`config.mk`:
```
export PLATFORM = sky130hd
export DESIGN_NAME = imgproc_msg_reader
export DESIGN_NICKNAME = d
export VERILOG_FILES = /design/src/rtl/imgproc_pkg.sv /design/src/rtl/imgproc_msg_reader_poll_timer.sv /design/src/rtl/imgproc_msg_reader.sv
export SDC_FILE = /design/constraint.sdc
export NUM_CORES = 1
export LEC_CHECK = 0
export BUFFER_PORTS_ARGS = -buffer_cell sky130_fd_sc_hd__buf_2
export CORE_AREA = 3 3 91 127
export CTS_CLUSTER_SIZE = 14
export DETAILED_ROUTE_END_ITERATION = 12
export DIE_AREA = 0 0 94 130
export SYNTH_ARGS = -nofsm -noshare
export SYNTH_HDL_FRONTEND = slang
export SYNTH_HIERARCHICAL = 1
export SYNTH_SLANG_ARGS = --single-unit
```
`constraint.sdc`:
```
create_clock -name clk -period 2.7 [get_ports clk]
set_clock_uncertainty 0.05 [all_clocks]
set_input_delay 0.405 -clock clk [delete_from_list [all_inputs] [get_ports clk]]
set_output_delay 0.405 -clock clk [all_outputs]
set_load 0.01 [all_outputs]
```
`src/rtl/imgproc_pkg.sv`:
```
// Shared definitions for the image-processor message path: register map,
// flush control bit, default message ID and the reader state encoding.
package imgproc_pkg;

   localparam int unsigned DATA_W = 32;
   localparam int unsigned ADDR_W = 3;

   localparam logic [ADDR_W-1:0] REG_STATUS = 3'd0;
   localparam logic [ADDR_W-1:0] READ_MSG   = 3'd1;
   localparam logic [ADDR_W-1:0] READ_ID    = 3'd2;
   localparam logic [ADDR_W-1:0] REG_BBCOL  = 3'd3;

   localparam int unsigned FLUSH_BIT = 4;

   localparam logic [DATA_W-1:0] DEFAULT_MSG_ID = 32'h0052_4242;

   typedef enum logic [3:0] {
      IDLE,
      RD_STAT,
      WT_STAT,
      RD_ID,
      WT_ID,
      RD_PAY,
      WT_PAY,
      EMIT,
      FLUSH
   } state_t;

   // Payload word layout as delivered by the image processor
   typedef struct packed {
      logic [15:0] distance;
      logic [7:0]  angle;
      logic [7:0]  detected;
   } msg_rec_t;

endpackage

```
`src/rtl/imgproc_msg_reader_poll_timer.sv`:
```
// Loadable down-counter pacing status polls; stops at zero and can be held.
module imgproc_msg_reader_poll_timer #(
   parameter int unsigned           WIDTH  = 10,
   parameter logic [WIDTH-1:0]      RELOAD = '1
) (
   input  logic clk,
   input  logic reset_n,
   input  logic load,
   input  logic hold,
   output logic zero_c
);

   logic [WIDTH-1:0] count;

   always_ff @(posedge clk) begin
      if (!reset_n) begin
         count <= RELOAD;
      end else if (load) begin
         count <= RELOAD;
      end else if (!hold && (count != '0)) begin
         count <= count - WIDTH'(1);
      end
   end

   assign zero_c = (count == '0);

endmodule

```
`src/rtl/imgproc_msg_reader.sv`:
```
// Avalon-MM master that polls the image processor's message buffer, reads
// two-word RBB messages, and presents decoded records or flushes on bad framing.
module imgproc_msg_reader
   import imgproc_pkg::*;
#(
   parameter int unsigned        POLL_INTERVAL = 1024,
   parameter logic [DATA_W-1:0]  MSG_ID        = DEFAULT_MSG_ID
) (
   input  logic              clk,
   input  logic              reset_n,
   input  logic              enable,
   output logic              m_chipselect,
   output logic              m_read,
   output logic              m_write,
   output logic [ADDR_W-1:0] m_address,
   output logic [DATA_W-1:0] m_writedata,
   input  logic [DATA_W-1:0] m_readdata,
   output logic              msg_valid,
   output logic [15:0]       msg_distance,
   output logic [7:0]        msg_angle,
   output logic [7:0]        msg_detected,
   output logic [7:0]        resync_count,
   output logic              busy
);

   localparam int unsigned       TIMER_W      = (POLL_INTERVAL > 1) ? $clog2(POLL_INTERVAL) : 1;
   localparam logic [TIMER_W-1:0] TIMER_RELOAD = TIMER_W'(POLL_INTERVAL - 1);
   localparam logic [DATA_W-1:0]  FLUSH_CMD    = DATA_W'(1) << FLUSH_BIT;

   state_t     state;
   state_t     state_next;
   logic       timer_load_c;
   logic       timer_hold_c;
   logic       timer_zero_c;
   logic       usedw_ok_c;
   logic       ready_seen;
   msg_rec_t   rec;

   imgproc_msg_reader_poll_timer #(
      .WIDTH  (TIMER_W),
      .RELOAD (TIMER_RELOAD)
   ) u_poll_timer (
      .clk     (clk),
      .reset_n (reset_n),
      .load    (timer_load_c),
      .hold    (timer_hold_c),
      .zero_c  (timer_zero_c)
   );

   assign usedw_ok_c   = (m_readdata[15:8] >= 8'd2);
   assign timer_hold_c = !((state == IDLE) && enable);

   always_ff @(posedge clk) begin
      if (!reset_n) begin
         state <= IDLE;
      end else begin
         state <= state_next;
      end
   end

   // Next state; reads are always separated by a wait state, so strobes never abut
   always_comb begin
      state_next   = state;
      timer_load_c = 1'b0;
      case (state)
         IDLE:    if (enable && (ready_seen || timer_zero_c)) state_next = RD_STAT;
         RD_STAT: state_next = WT_STAT;
         WT_STAT: begin
            if (!usedw_ok_c) begin
               state_next   = IDLE;
               timer_load_c = 1'b1;
            end else if (enable) begin
               state_next = RD_ID;
            end else begin
               state_next = IDLE;
            end
         end
         RD_ID:   state_next = WT_ID;
         WT_ID:   state_next = (m_readdata == MSG_ID) ? RD_PAY : FLUSH;
         RD_PAY:  state_next = WT_PAY;
         WT_PAY:  state_next = EMIT;
         EMIT:    state_next = enable ? RD_STAT : IDLE;
         FLUSH: begin
            state_next   = IDLE;
            timer_load_c = 1'b1;
         end
         default: state_next = IDLE;
      endcase
   end

   // Remembers whether the last poll found a full message waiting
   always_ff @(posedge clk) begin
      if (!reset_n) begin
         ready_seen <= 1'b0;
      end else if (state == WT_STAT) begin
         ready_seen <= usedw_ok_c;
      end else if (state == FLUSH) begin
         ready_seen <= 1'b0;
      end
   end

   // Bus strobes and record outputs registered from the upcoming state
   always_ff @(posedge clk) begin
      if (!reset_n) begin
         m_read       <= 1'b0;
         m_write      <= 1'b0;
         m_chipselect <= 1'b0;
         m_address    <= REG_STATUS;
         m_writedata  <= '0;
         msg_valid    <= 1'b0;
         busy         <= 1'b0;
         rec          <= '0;
         resync_count <= 8'd0;
      end else begin
         m_read       <= (state_next inside {RD_STAT, RD_ID, RD_PAY});
         m_write      <= (state_next == FLUSH);
         m_chipselect <= (state_next inside {RD_STAT, RD_ID, RD_PAY, FLUSH});
         m_address    <= (state_next inside {RD_ID, RD_PAY}) ? READ_MSG : REG_STATUS;
         m_writedata  <= (state_next == FLUSH) ? FLUSH_CMD : '0;
         msg_valid    <= (state_next == EMIT);
         busy         <= (state_next != IDLE);
         if (state == WT_PAY) begin
            rec <= msg_rec_t'(m_readdata);
         end
         if ((state_next == FLUSH) && (resync_count != 8'hFF)) begin
            resync_count <= resync_count + 8'd1;
         end
      end
   end

   assign msg_distance = rec.distance;
   assign msg_angle    = rec.angle;
   assign msg_detected = rec.detected;

endmodule

```
# == Word-level counts from Yosys, hierarchy flattened ==
# Index checks and enable logic that the tools add are counted.
# word_totals
register_bits,95
latchBits,0
ramBits,0
rom_bits,0
in_bits,35
n_memories,0
# classes
addsub,2
n_mul,0
n_div,0
n_lt_le_gt_ge,1
n_eq_ne,15
shift,0
mux,12
bitwise_logic,1
reduce_logical,14
# ops
cell,n
== test 32 x 23 -> 1 bit (second input constant),1
one-hot mux 4 bit (8 select lines),1
== test 4 x 3 -> 1 bit (second input constant),6
== test 4 x 2 -> 1 bit (second input constant),3
zero test 10 bit,1
nonzero test 10 bit,1
subtractor 10 x 1 -> 10 bit (second input constant),1
adder 8 x 1 -> 8 bit (second input constant),1
== test 4 x 1 -> 1 bit (second input constant),2
== test 4 bit (second input constant),2
greater-or-equal comparator 8 x 2 -> 1 bit (second input constant),1
2-to-1 mux 4 bit,2
inequality test 8 bit (second input constant),1
nonzero test 4 bit,2
2-to-1 mux 1 bit,5
2-to-1 mux 5 bit,1
logical AND 1 bit,4
zero test 4 bit,1
2-to-1 mux 2 bit,2
nonzero test 2 bit,2
nonzero test 3 bit,1
one-hot mux 1 bit (2 select lines),1
OR reduction 2 bit,1
logical OR 1 bit,1
inverter 1 bit,1

# == Longest topological paths before layout ==
# Gate-level depths: netlist of run 1.
# depth
ltp_word,8
mapped_depth,10

# == Cells and area by module ==
# Netlist of run 1, hierarchy kept.
# by_module_without_submodules
module,instances,cells_per_inst,area_per_inst_um2,seq_area_each_um2
imgproc_msg_reader,1,302,2488.6,1021.0
imgproc_msg_reader_poll_timer,1,58,514.2,200.2

# == Worst setup path after synthesis of run 1 ==
# OpenSTA, ideal clock, no wires.
# synth_path
path_kind,reg2reg
from,reg state[2]
to,reg u_poll_timer.count[8]
setup_ns,0.122
t_arrival_ns,2.104
slack_ns,0.424
path_stages_with_launch,9
path_buffers,2
period_less_slack_ns,2.276
cell_sequence,dfxtp_1 > buf_4 > or2_2 > clkbuf_1 > nor2_1 > nand2_1 > or4b_4 > o41a_1 > a311o_1
# synth_between
elab_chain_len,3
# synth_lines
element,line_no,rtl
from (decl),imgproc_msg_reader.sv:30,state_t state;
from (signal assigned),imgproc_msg_reader.sv:57,state <= state_next;
== test 4 bit (tied with other cells),imgproc_msg_reader.sv:65,case (state)
one-hot mux 1 bit (2 select lines) / logical AND 1 bit (equally long branches),"imgproc_msg_reader.sv:65, imgproc_msg_reader.sv:51",
OR reduction 2 bit (no line) / logical AND 1 bit (equally long branches),-,
to (signal assigned),imgproc_msg_reader_poll_timer.sv:21,count <= count - WIDTH'(1);
to (decl),imgproc_msg_reader_poll_timer.sv:13,logic [WIDTH-1:0] count;
# Parallel ways exist; a longest one is shown, timed or not.
# A chain may end at the register's enable or synchronous reset.

# == Final worst setup path of run 1 ==
# layout_path
from,reg state[0]
to,reg u_poll_timer.count[8]
# The elaborated chain is that of the path after synthesis.

==> results.yml, run 1 <==
clocking:
  clk_latency_ns: 0.32
  cts_tree: "yes"
  h-tree-depth: 3
  cts_resized: 0
  cts.sinks: 61
  postCtsHoldBufs: 0
  cts_buffer_depth: 2
  cts_setup_buffers: 0
  clk_pin_slew_ns: 0.05
  cts_buffers: 9
  root_buffer: "clkbuf_16"
setup_path:
  crit_type: "flop to flop"
  worst-path-max-fanout: 11
  slowest_delay_ns: 0.54
  cp.arrival_ns: 2.51
  critPathCaptureType: "flop"
  critPathLaunch: "state[0]$_SDFF_PN0_"
  crit-reg2reg-launch: "state[0]$_SDFF_PN0_"
  crit_chain: "or2_2 -> nor2_1 -> nand2_1 -> or4b_4 -> o41a_1 -> a311o_1"
  critical-path-slowest-cell: "or4b_4"
  cp.required_ns: 2.85
  cp-start-kind: "flop"
grt:
  grt_pass1_wl_um: 11200
  gr-usage-met1_pct: 11.6
  use_met3_pct: 3.52
  grt_max_degree: 38
  grtUsageMet2_pct: 22.3
  antenna_found_initial: 0
  grt.total_usage_pct: 11.8
  grt_pass1_vias: 2407
  globalRoute.busiestLayer: "met2"
  grt.overflow.total: 0
yosys:
  synth.most_common_cell: "nand2_1"
  syn_area_per_cell_um2: 8.34
  ys_warn_count: 6
  ys_ff_latch: 61
  yosys.area.top_type_share_pct: 40.7
  syn_inst: 360
  ys_top_cells_by_area: "dfxtp_1 (41%), nand2_1 (11%), buf_4 (9.2%), a21oi_1 (6.5%), nand2b_1 (1.9%)"
  yosys.area.top_type: "dfxtp_1"
  synth-main-ff-cell: "dfxtp_1"
  synth_edf_count: 0
  async_flop_share_pct: 0
  synth_common_cells: "nand2_1 (85), dfxtp_1 (61), a21oi_1 (39)"
  synth_seq_area_share_pct: 40.7
  syn_area_um2: 3000
  yosysUniqueCellTypes: 57
cells_and_area:
  drive_gt1_share_pct: 25.9
  finalInstanceArea_um2: 3660
  diodes: 0
  area.growth.synth_to_final_pct: 21.8
  nets: 474
  nFillCells: 1088
  stdcell_count: 578
pwr:
  vdd_drop_max_mv: 0.210
  p_per_area_nw_per_um2: 552
  power.leakage_uw: 0.00151
timing:
  slew_headroom_pct: 47.6
  hold_violations: 0
  rsz0062_at_grt: "false"
  fmax_ghz: 0.424
  setup_tns_ns: 0
  hold_slack_ns: 0.288
  setup_violations: 0
  setup_slack_ns: 0.343
  finalWorstPathRequiredPeriod_ns: 2.36
  period_share_pct: 87.3
  tightest_slew_ns: 0.775
  report.final.slew_viol_count: 0
detailed_routing:
  drc: 0
  drt_iter0_drc: 122
  routed_wl_um: 7290
  vias: 2697
  wire_per_inst_um: 12.6
  viasPerCell: 4.67
  antenna_left: 0
  drt_pre_antenna_iters: 4
die:
  dieHeight_um: 130
  fp-row-count: 44
  initial_core_util_pct: 28.7
  core_area_um2: 10500
  pin_count: 115
  fp.dieW_um: 94
  die_area_um2: 12200
worst_hold_path:
  holdCritPathClass: "input pin to flop"
  min_from: "m_readdata[20]"
place:
  place_area_um2: 3390
  preCtsSetupSlack_ns: 0.359
  portBuffers: 81
  place_hpwl_um: 5550
  gp_congestion: 0.776
  dp_cells: 564
run:
  maxCapViolations: 0
outcome:
  outcome: "finished clean"
-- final cells by class --
class | instances | area (µm²) | share of cell area (%)
well taps | 138 | 173 | 4.72
clock buffers | 12 | 256 | 7.02
inverters | 5 | 18.8 | 0.513
multi-input cells | 274 | 1530 | 42.0
clock inverters | 2 | 10.0 | 0.274
flip-flops and latches | 61 | 1220 | 33.4
repair buffers | 86 | 443 | 12.1
-- kinds of logic after synthesis --
logic type                 synth area share [%]
muxes                                      1.67
other                                     0.125
buffers and inverters                      12.5
and+or+nand+nor                            27.6
DFF                                        40.7
adders and majority gates                 0.833
xor gates and xnor gates                  0.875
AOI/OAI and AO/OA                          15.8
-- through the flow --
step / util [%] / power (µW)
after floorplan: - / 1020
after global placement: 32.4 / 1020
after detailed placement: 32.4 / 1020
after CTS: 35.0 / 2050
after global routing: 35.0 / 2100
final: 35.0 / 2020
-- cell usage in the layout, fill, tap and decap left out, types with 2 or more instances in the layout --
cell	instances
mux2i_1	5
conb_1	33
nor2b_1	2
nor4_1	8
nand4_1	2
o221a_1	4
or3_4	2
o21ai_0	4
buf_4	5
o31ai_1	6
or2_2	2
nand3b_1	5
nor2_1	15
a21oi_1	39
nor4b_1	4
nor3_1	2
clkinv_2	2
buf_2	81
dfxtp_1	61
o41a_1	2
clkbuf_16	9
or4_1	2
inv_1	4
xnor2_1	2
nand2_1	85
ha_1	2
clkbuf_8	2
nand3_1	6
or3_1	2
and2_1	2
nor2_2	2
nand2b_1	9
nor3_4	2
o21a_1	3
-- metal layers --
| layer | vias to the layer above | share of wire [%] |
|---|---|---|
| met5 | - | 0 |
| met4 | 0 | 2.2 |
| met3 | 10 | 6.4 |
| met2 | 91 | 54 |
| met1 | 1259 | 38 |
| li1 | 1337 | - |
-- where the power goes --
part           internal, µW  switching, µW
Sequential              906           2.93
Clock                   655            358
Combinational          31.0           63.3
Total                  1590            425
-- flip-flops by register name (all words and copies together) (netlist names), 4 cells and up --
signal and flops:
msg_distance 16, msg_detected 8, msg_angle 8, state 4
resync_count 8, u_poll_timer/count 10
-- critical path: cells and delay by family, from the launching register on --
| family | cells | cell delay (ns) |
|---|---|---|
| AOI/OAI and AO/OA | 2 | 0.65 |
| and+or+nand+nor | 4 | 1.14 |
| DFF | 1 | 0.40 |
-- path summary, 6_finish.rpt --
check	to	slack, ns	cells past startpoint
max	u_poll_timer/count[8]$_SDFFE_PP1P_	0.34	6
min	msg_distance[4]$_SDFFE_PN0P_	0.29	3
max reg2reg	u_poll_timer/count[8]$_SDFFE_PP1P_	0.34	6
min reg2reg	msg_detected[3]$_SDFFE_PN0P_	0.40	2
Power figures use the tool's default switching activity.
==> run 2: changes to the inputs <==
--- a/config.mk
+++ b/config.mk
@@ -5,11 +5,12 @@
 export SDC_FILE = /design/constraint.sdc
 export NUM_CORES = 1
 export LEC_CHECK = 0
+export ABC_AREA = 1
 export BUFFER_PORTS_ARGS = -buffer_cell sky130_fd_sc_hd__buf_2
-export CORE_AREA = 3 3 91 127
+export CORE_AREA = 3 3 92 129
 export CTS_CLUSTER_SIZE = 14
 export DETAILED_ROUTE_END_ITERATION = 12
-export DIE_AREA = 0 0 94 130
+export DIE_AREA = 0 0 95 132
 export SYNTH_ARGS = -nofsm -noshare
 export SYNTH_HDL_FRONTEND = slang
 export SYNTH_HIERARCHICAL = 1
==> results.yml, run 2 <==
outcome:
  outcome: "finished clean"
timing:
  setup_tns_ns: 0
  setup_violations: 0
  slew_headroom_pct: 51.4
  fmax_ghz: 0.498
  hold_slack_ns: 0.267
  hold_violations: 0
  tightest_slew_ns: 0.727
  rsz0062_at_grt: "false"
  finalWorstPathRequiredPeriod_ns: 2.01
  report.final.slew_viol_count: 0
  period_share_pct: 74.4
place:
  portBuffers: 81
  place_hpwl_um: 5730
  place_area_um2: 3530
  gp_congestion: 0.829
cells_and_area:
  diodes: 0
  area.growth.synth_to_final_pct: 22.7
  most-common-layout-cells: "nand2_1 (81), buf_2 (81), dfxtp_1 (61)"
  finalInstanceArea_um2: 3810
  nFillCells: 1166
  drive_gt1_share_pct: 24.3
  multi_input_area_um2: 1500
  seqCellArea_um2: 1220
  nets: 555
  largest_register_ff_count: 16
setup_path:
  crit-reg2reg-launch: "u_poll_timer/count[0]$_SDFFE_PP1P_"
  cp.arrival_ns: 2.16
  critPathCaptureType: "flop"
  cp-start-kind: "flop"
  cp.required_ns: 2.85
  worst-path-max-fanout: 5
  r2r_cells: 13
  crit_type: "flop to flop"
  r2r-end: "busy$_SDFF_PN0_"
  worst-r2r-setup-slack_ns: 0.69
pwr:
  p_per_area_nw_per_um2: 558
  vdd_drop_max_mv: 0.288
  power.leakage_uw: 0.00195
clocking:
  postCtsHoldBufs: 0
  cts.sinks: 61
  cts_resized: 0
  cts_setup_buffers: 0
  clk_pin_slew_ns: 0.06
  cts_tree: "yes"
  root_buffer: "clkbuf_16"
  cts_buffer_depth: 2
  cts_buffers: 9
  clk_latency_ns: 0.33
  h-tree-depth: 3
die:
  initial_core_util_pct: 28.6
  core_area_um2: 10900
  pin_count: 115
  dieHeight_um: 132
  fp.dieW_um: 95
  die_area_um2: 12500
  fp-row-count: 45
worst_hold_path:
  min_to: "msg_distance[1]$_SDFFE_PN0P_"
  holdCritPathClass: "input pin to flop"
  worstHoldPathCells: 3
  min_from: "m_readdata[17]"
detailed_routing:
  drt_iter0_drc: 102
  antenna_left: 0
  wire_per_inst_um: 11.4
  drc: 0
  vias: 2893
  drt_pre_antenna_iters: 4
  viasPerCell: 4.36
  routed_wl_um: 7560
yosys:
  synth_edf_count: 0
  syn_area_per_cell_um2: 7.13
  synth-main-ff-cell: "dfxtp_1"
  ys_ff_latch: 61
  synth.most_common_cell: "nand2_1"
  ys_warn_count: 6
  synth_seq_area_share_pct: 39.3
  yosys.area.top_type_share_pct: 39.3
  ys_top_cells_by_area: "dfxtp_1 (39%), nand2_1 (9.8%), buf_4 (8.7%), inv_1 (6.0%), a21oi_1 (5.8%)"
  synth_common_cells: "nand2_1 (81), dfxtp_1 (61), inv_1 (50)"
  yosys.area.top_type: "dfxtp_1"
  syn_inst: 436
  syn_area_um2: 3110
  async_flop_share_pct: 0
  yosysUniqueCellTypes: 34
grt:
  grt_pass1_wl_um: 12200
  antenna_found_initial: 0
  grt.total_usage_pct: 12.3
  grt.overflow.total: 0
  grt_pass1_vias: 2581
  grt_max_degree: 32
run:
  maxCapViolations: 0
==> run 2: changes by cell type after synthesis, moves of 6 or more <==
cell | before | now
clkbuf_1 | 12 | 3
inv_1 | 4 | 50
nand2b_1 | 9 | 0
nand3_1 | 6 | 25
nand4_1 | 2 | 10
nor2_1 | 15 | 48
nor2_2 | 2 | 9
nor4_1 | 8 | 0
o21ai_0 | 4 | 34
o31ai_1 | 6 | 0
==> run 2: final cells by class <==
cell class                 count  share of cell area (%)
multi-input combinational    307                    39.2
sequential                    61                    32.0
timing repair buffer          84                    11.2
clock buffer                   9                    5.91
inverter                      55                    5.42
tap                          141                    4.63
clock inverter                 7                    1.58
==> run 2: layer usage <==
layer	vias to the layer above	share of wire, %	track usage, %
met2	109	51	20.5
met3	7	6.2	3.48
met4	0	1.4	5.22
met5	-	0	0
li1	1496	-	-
met1	1281	41	14.5
==> run 2: kinds of logic (layout without fill, tap and decap cells) <==
| kind of cell | count (synthesis) | after routing | share of synthesized area, % |
|---|---|---|---|
| buffers and inverters | 100 | 155 | 16.6 |
| XOR/XNOR | 7 | 7 | 1.97 |
| other | 1 | 33 | 0.121 |
| AO/OA/AOI/OAI | 78 | 78 | 13.0 |
| adder cells (fa/ha/maj) | 2 | 2 | 0.805 |
| flip-flops | 61 | 61 | 39.3 |
| AND/OR/NAND/NOR | 187 | 187 | 28.2 |
==> run 2: critical path: stages (launching register included) <==
cell and delay (ns):
dfxtp_1 0.34, inv_1 0.10, ha_1 0.25, nand2_1 0.12
inv_1 0.09, nand2_4 0.12, inv_1 0.04, or2_2 0.26
nand4_1 0.07, nand2_1 0.06, nor2_2 0.16, nand3_1 0.09
nor2_1 0.09, nor2_1 0.04
==> run 2: report_power, final <==
group          internal (µW)  switching, µW  leakage, µW
Sequential               910           10.7     0.000493
Combinational           43.2           84.1      0.00132
Clock                    632            445     0.000130
==> run 2: how the worst max path moves through the flow <==
stage	from	endpoint	slack (ns)	cells after the start
finish	u_poll_timer/count[0]$_SDFFE_PP1P_	busy$_SDFF_PN0_	0.69	13
detailed placement	u_poll_timer/count[0]$_SDFFE_PP1P_	busy$_SDFF_PN0_	0.70	13
floorplan	u_poll_timer/count[0]$_SDFFE_PP1P_	busy$_SDFF_PN0_	0.84	13
global route	u_poll_timer/count[0]$_SDFFE_PP1P_	busy$_SDFF_PN0_	0.46	13
global placement	u_poll_timer/count[0]$_SDFFE_PP1P_	busy$_SDFF_PN0_	0.72	13
CTS	u_poll_timer/count[0]$_SDFFE_PP1P_	busy$_SDFF_PN0_	0.69	13
==> run 2: metrics by stage <==
step	power (µW)	util [%]	instances	setup slack [ns]
after floorplan	1060	-	468	0.841
after global placement	1070	32.5	648	0.719
after detailed placement	1070	32.5	648	0.703
after CTS	2170	35.1	664	0.687
after global routing	2230	35.1	664	0.462
final	2130	35.1	664	0.691
